--- config.mk ---
export PLATFORM = sky130hd
export DESIGN_NAME = spi_slave
export DESIGN_NICKNAME = d
export VERILOG_FILES = /design/src/rtl/spi_slave.sv
export SDC_FILE = /design/constraint.sdc
export NUM_CORES = 1
export LEC_CHECK = 0
export BUFFER_PORTS_ARGS = -buffer_cell sky130_fd_sc_hd__clkbuf_2
export CAP_MARGIN = 5
export CORE_MARGIN = 1.5
export CORE_UTILIZATION = 62
export DETAILED_ROUTE_END_ITERATION = 12
export GPL_TIMING_DRIVEN = 0
export HOLD_SLACK_MARGIN = 0.15
export PLACE_DENSITY = 0.85
export SETUP_SLACK_MARGIN = 0.3
export SLEW_MARGIN = 20
export SYNTH_ARGS = -nofsm -noshare
export SYNTH_HDL_FRONTEND = slang
export SYNTH_SLANG_ARGS = --single-unit
--- constraint.sdc ---
create_clock -name clk_i -period 4.2 [get_ports clk_i]
set_input_delay 0.21 -clock clk_i [delete_from_list [all_inputs] [get_ports clk_i]]
set_output_delay 0.21 -clock clk_i [all_outputs]
set_load 0.005 [all_outputs]
--- src/rtl/spi_slave.sv ---
// SPI responder for a fixed-length, MSB-first frame (CS active-low, SCLK idle low).
// SCLK, MOSI and CS are oversampled in the clk_i domain. The received word is
// presented with a one-cycle strobe. A preloaded reply word is shifted out on
// MISO in the same frame.
module spi_slave #(
  parameter int unsigned DATA_W      = 32,
  parameter int unsigned SYNC_STAGES = 2
) (
  input  logic              clk_i,
  input  logic              rst_n_i,
  input  logic              sclk_i,
  input  logic              mosi_i,
  input  logic              cs_i,
  output logic              miso_o,
  output logic              miso_oe_o,
  output logic [DATA_W-1:0] data_rx_bo,
  output logic              data_rx_wr_o,
  input  logic [DATA_W-1:0] data_tx_bi,
  input  logic              data_tx_wr_i,
  output logic              tx_pending_o,
  output logic              busy_o,
  output logic              frame_err_o
);

  localparam int unsigned CNT_W = $clog2(DATA_W + 2);
  localparam logic [CNT_W-1:0] CNT_FULL = CNT_W'(DATA_W);
  localparam logic [CNT_W-1:0] CNT_MAX  = CNT_W'(DATA_W + 1);

  typedef enum logic {
    IDLE,
    ACTIVE
  } state_t;

  logic [SYNC_STAGES-1:0] sclk_sync;
  logic [SYNC_STAGES-1:0] mosi_sync;
  logic [SYNC_STAGES-1:0] cs_sync;
  logic                   sclk_dly;
  logic                   cs_dly;

  logic sclk_s;
  logic mosi_s;
  logic cs_s;
  logic sclk_rise;
  logic sclk_fall;
  logic cs_rise;
  logic cs_fall;

  state_t              state_q, state_d;
  logic [DATA_W-1:0]   tx_shift_q, tx_shift_d;
  logic [DATA_W-1:0]   rx_shift_q, rx_shift_d;
  logic [DATA_W-1:0]   tx_hold_q, tx_hold_d;
  logic [DATA_W-1:0]   data_rx_q, data_rx_d;
  logic [CNT_W-1:0]    bit_cnt_q, bit_cnt_d;
  logic                tx_pend_q, tx_pend_d;
  logic                miso_q, miso_d;
  logic                rx_wr_q, rx_wr_d;
  logic                err_q, err_d;

  // Synchronise the SPI pins. CS resets low, so a frame already running at
  // reset release never produces a falling edge.
  always_ff @(posedge clk_i or negedge rst_n_i) begin
    if (!rst_n_i) begin
      sclk_sync <= '0;
      mosi_sync <= '0;
      cs_sync   <= '0;
      sclk_dly  <= 1'b0;
      cs_dly    <= 1'b0;
    end else begin
      sclk_sync <= {sclk_sync[SYNC_STAGES-2:0], sclk_i};
      mosi_sync <= {mosi_sync[SYNC_STAGES-2:0], mosi_i};
      cs_sync   <= {cs_sync[SYNC_STAGES-2:0], cs_i};
      sclk_dly  <= sclk_sync[SYNC_STAGES-1];
      cs_dly    <= cs_sync[SYNC_STAGES-1];
    end
  end

  assign sclk_s    = sclk_sync[SYNC_STAGES-1];
  assign mosi_s    = mosi_sync[SYNC_STAGES-1];
  assign cs_s      = cs_sync[SYNC_STAGES-1];
  assign sclk_rise = sclk_s & ~sclk_dly;
  assign sclk_fall = ~sclk_s & sclk_dly;
  assign cs_rise   = cs_s & ~cs_dly;
  assign cs_fall   = ~cs_s & cs_dly;

  // State and datapath registers.
  always_ff @(posedge clk_i or negedge rst_n_i) begin
    if (!rst_n_i) begin
      state_q    <= IDLE;
      tx_shift_q <= '0;
      rx_shift_q <= '0;
      tx_hold_q  <= '0;
      data_rx_q  <= '0;
      bit_cnt_q  <= '0;
      tx_pend_q  <= 1'b0;
      miso_q     <= 1'b0;
      rx_wr_q    <= 1'b0;
      err_q      <= 1'b0;
    end else begin
      state_q    <= state_d;
      tx_shift_q <= tx_shift_d;
      rx_shift_q <= rx_shift_d;
      tx_hold_q  <= tx_hold_d;
      data_rx_q  <= data_rx_d;
      bit_cnt_q  <= bit_cnt_d;
      tx_pend_q  <= tx_pend_d;
      miso_q     <= miso_d;
      rx_wr_q    <= rx_wr_d;
      err_q      <= err_d;
    end
  end

  // Frame sequencing, shifting and the tx holding register.
  always_comb begin
    state_d    = state_q;
    tx_shift_d = tx_shift_q;
    rx_shift_d = rx_shift_q;
    tx_hold_d  = tx_hold_q;
    data_rx_d  = data_rx_q;
    bit_cnt_d  = bit_cnt_q;
    tx_pend_d  = tx_pend_q;
    miso_d     = miso_q;
    rx_wr_d    = 1'b0;
    err_d      = 1'b0;

    if (data_tx_wr_i) begin
      tx_hold_d = data_tx_bi;
      tx_pend_d = 1'b1;
    end

    case (state_q)
      IDLE: begin
        if (cs_fall) begin
          state_d    = ACTIVE;
          // A write landing on the consume cycle is sent directly and not left pending.
          tx_shift_d = data_tx_wr_i ? data_tx_bi : tx_hold_q;
          tx_pend_d  = 1'b0;
          rx_shift_d = '0;
          bit_cnt_d  = '0;
          miso_d     = 1'b0;
        end
      end
      ACTIVE: begin
        if (cs_rise) begin
          state_d = IDLE;
          miso_d  = 1'b0;
          if (bit_cnt_q == CNT_FULL) begin
            data_rx_d = rx_shift_q;
            rx_wr_d   = 1'b1;
          end else begin
            err_d = 1'b1;
          end
        end else begin
          if (sclk_rise) begin
            miso_d     = tx_shift_q[DATA_W-1];
            tx_shift_d = {tx_shift_q[DATA_W-2:0], 1'b0};
          end
          if (sclk_fall) begin
            rx_shift_d = {rx_shift_q[DATA_W-2:0], mosi_s};
            if (bit_cnt_q != CNT_MAX) begin
              bit_cnt_d = bit_cnt_q + 1'b1;
            end
          end
        end
      end
      default: state_d = IDLE;
    endcase
  end

  assign miso_o       = miso_q;
  assign miso_oe_o    = (state_q == ACTIVE);
  assign busy_o       = (state_q == ACTIVE);
  assign data_rx_bo   = data_rx_q;
  assign data_rx_wr_o = rx_wr_q;
  assign tx_pending_o = tx_pend_q;
  assign frame_err_o  = err_q;

endmodule

==> flow_metrics.env <==
export IMPL_place_ws_ns=2.340
export IMPL_cts_buffer_depth=2
export IMPL_grt_pass1_wl_mm=21.43
export IMPL_gr_usage_all_layers_pct=27.08
export IMPL_synth_avg_cell_area_sq_um=12.44
export IMPL_max_cap_viol_count=0
export IMPL_cts_resized=0
export IMPL_synth_warnings=0
export IMPL_first_pass_iters=4
export IMPL_wl_per_cell_um=16.88
export IMPL_netlist_instances=484
export IMPL_viasPerCell=5.483
export IMPL_setup_tns_ns=0
export IMPL_fp_dieW_um=101.6
export IMPL_io_pins=76
export IMPL_cts_hold_buf=36
export IMPL_overflow=0
export IMPL_cts_tree="yes"
export IMPL_end_kind="register"
export IMPL_num_antenna_cells=0
export IMPL_synthDominantCellAreaShare_pct=61.08
export IMPL_leakagePower_uw=0.003752
export IMPL_path_class="register to register"
export IMPL_dp_hpwl_mm=7.555
export IMPL_status="complete, no violations"
export IMPL_maxSlewViolCount=0
export IMPL_drive_above_1_share_pct=30.46
export IMPL_start_util_pct=64.56
export IMPL_yosysTopAreaCell="dfrtp_1"
export IMPL_wirelength_mm=12.76
export IMPL_fin_crit_sh_pct=47.11
export IMPL_mostFrequentLayoutCells="dfrtp_1 (147), nand2_1 (103), clkbuf_2 (73), o21ai_0 (62), dlygate4sd3_1 (36)"
export IMPL_rows=35
export IMPL_cts_clk_slew_worst_paths_ns=0.06
export IMPL_ys_seq_elements=147
export IMPL_worst_setup_path_start_kind="register"
export IMPL_hold_viol_final=0
export IMPL_antenna_found_initial=0
export IMPL_place_port_buffers=74
export IMPL_relSlewSlack_pct=66.08
export IMPL_core_area_sq_um=9328
export IMPL_syn_area_sq_um=6022
export IMPL_yosysSeqAreaShare_pct=61.08
export IMPL_min_path_type="input pin to register"
export IMPL_cp_slowest_cell="a41oi_2"
export IMPL_clock_latency_ns=0.52
export IMPL_fin_util_pct=81.88
export IMPL_final_nets=655
export IMPL_areaGrowthSynthToFinish_pct=26.82
export IMPL_post_cts_buffers=0
export IMPL_grt_pass1_vias=4399
export IMPL_layout_min_cycle_time_ns=1.979
export IMPL_ys_top_cells_by_area="dfrtp_1 (61%), mux2_4 (7.2%), mux2_2 (6.5%)"
export IMPL_final_common_cell="dfrtp_1"
export IMPL_p_per_area_nw_per_um2=509.9
export IMPL_cts_max_level=4
export IMPL_drc_errors=0
export IMPL_layout_setup_ws_ns=2.221
export IMPL_slowest_delay_ns=0.45
export IMPL_die_area_sq_um=10310
export IMPL_ys_types=32
export IMPL_rsz0062_at_grt="no"
export IMPL_numCtsBuffers=17
export IMPL_num_vias=4145
export IMPL_die_height_um=101.6
export IMPL_tightest_slew_ns=0.5089
export IMPL_grt_max_degree=85
export IMPL_crit_path_max_fanout=10
export IMPL_cp_cell_sequence="nand2b_1, a41oi_2, buf_2, buf_2, nand2_1, o21ai_0"
export IMPL_critPathArrivalTime_ns=2.38
export IMPL_fmax_ghz=0.5054
export IMPL_clock_sinks=147
export IMPL_setup_viol=0
export IMPL_post_dp_cell_area_sq_um=6590
export IMPL_crit_required_ns=4.60
export IMPL_drtAntennaViolNets=0
export IMPL_vdd_drop_max_v=0.0003135
export IMPL_path_common_cell="buf_2"
export IMPL_fin_area_sq_um=7637
export IMPL_drt_iter0_markers=119
export IMPL_cts_root_buffer="clkbuf_8"
export IMPL_syn_num_nets=525
export IMPL_skew_ns=0.008327
export IMPL_globalplace_congestion=0.7402
-- where the power goes --
part | switching, uW | total, uW | leakage [uW] | internal, uW
Combinational | 261 | 459 | 0.00152 | 199
Sequential | 107 | 1690 | 0.00190 | 1590
Clock | 576 | 1740 | 0.000326 | 1160
Total | 943 | 3890 | 0.00375 | 2950
-- state kept, by name, summed over array words and instances, names as in the netlist --
name / flops
frame_err_o: 1
data_rx_bo: 32
tx_pending_o: 1
tx_shift_q: 32
tx_hold_q: 32
mosi_sync: 2
data_rx_wr_o: 1
cs_dly: 1
rx_shift_q: 32
sclk_sync: 2
bit_cnt_q: 6
cs_sync: 2
miso_o: 1
busy_o: 1
sclk_dly: 1
-- critical path: cells and delay by family, from the launching register on --
kind / cells / cell delay [ns]
simple gates: 2 / 0.33
buf+inv: 2 / 0.54
compound gates: 2 / 0.58
flops: 1 / 0.40
-- worst paths after layout --
kind | slack (ns) | to | from | depth (start not counted)
worst max-delay path | 2.22 | rx_shift_q[14] | cs_dly | 6
worst min-delay path | 0.17 | tx_hold_q[0] | data_tx_wr_i | 2
worst max register to register | 2.22 | rx_shift_q[14] | cs_dly | 6
worst min register to register | 0.35 | sclk_sync[1] | sclk_sync[0] | 0
max in group asynchronous | 3.18 | tx_hold_q[29] | rst_n_i | 3
min in group asynchronous | 0.25 | data_rx_bo[24] | rst_n_i | 2
-- per-stage QoR --
step                      hold WS (ns)  total power [uW]  std cells
final                           0.1698              3894        756
after global routing            0.1647              4050        756
after CTS                       0.1567              3906        756
after detailed placement        0.2288              2131        688
after global placement          0.3200              2091        687
after floorplan               -0.08559              1976        484
-- metal layers --
metal / GRT usage (%) / share of wire [%] / vias up / routed length [um]
li1: - / - / 1906 / -
met1: 33.16 / 42 / 2106 / 5309
met2: 47.95 / 53 / 108 / 6797
met3: 6.004 / 3.4 / 25 / 436
met4: 8.440 / 1.7 / 0 / 220
met5: 0 / 0 / - / 0
-- cells in the mapped netlist --
| cell type | instances |
|---|---|
| dfrtp_1 | 147 |
| nand2_1 | 103 |
| o21ai_0 | 62 |
| mux2_2 | 35 |
| mux2i_1 | 33 |
| mux2_4 | 29 |
| clkbuf_1 | 14 |
| buf_2 | 12 |
| inv_1 | 5 |
| nor2_1 | 5 |
| o21ai_1 | 5 |
| a21oi_1 | 3 |
| buf_6 | 3 |
| ha_1 | 3 |
| nand2b_1 | 3 |
| nor2b_1 | 3 |
| and3_1 | 2 |
| nand3_1 | 2 |
| o31ai_1 | 2 |
| a211o_1 | 1 |
| a211oi_1 | 1 |
| a2bb2oi_1 | 1 |
| a31o_2 | 1 |
| a31oi_1 | 1 |
| a31oi_2 | 1 |
| a41oi_2 | 1 |
| buf_4 | 1 |
| nand3b_1 | 1 |
| nand4_4 | 1 |
| nor3b_2 | 1 |
| nor4b_1 | 1 |
| nor4b_4 | 1 |
-- final cells by class --
| class | count | area, sq um |
|---|---|---|
| well taps | 129 | 161.4 |
| repair buffers | 111 | 767.0 |
| flip-flops and latches | 147 | 3679 |
| clock buffers | 20 | 435.4 |
| clock inverters | 12 | 251.5 |
| multi-input cells | 302 | 2171 |
| fillers | 513 | 1690 |
| inverters | 5 | 18.77 |
| plain buffers | 30 | 153.9 |
-- kinds of logic (layout without fill, tap and decap cells) --
| group | count (synthesis) | in the layout | synth area share [%] |
|---|---|---|---|
| buffers and inverters | 35 | 178 | 2.867 |
| muxes | 97 | 97 | 19.26 |
| AOI/OAI and AO/OA | 79 | 79 | 7.210 |
| DFF | 147 | 147 | 61.08 |
| adders and majority gates | 3 | 3 | 0.6234 |
| and+or+nand+nor | 123 | 123 | 8.955 |
(Power assumes the default switching activity.)
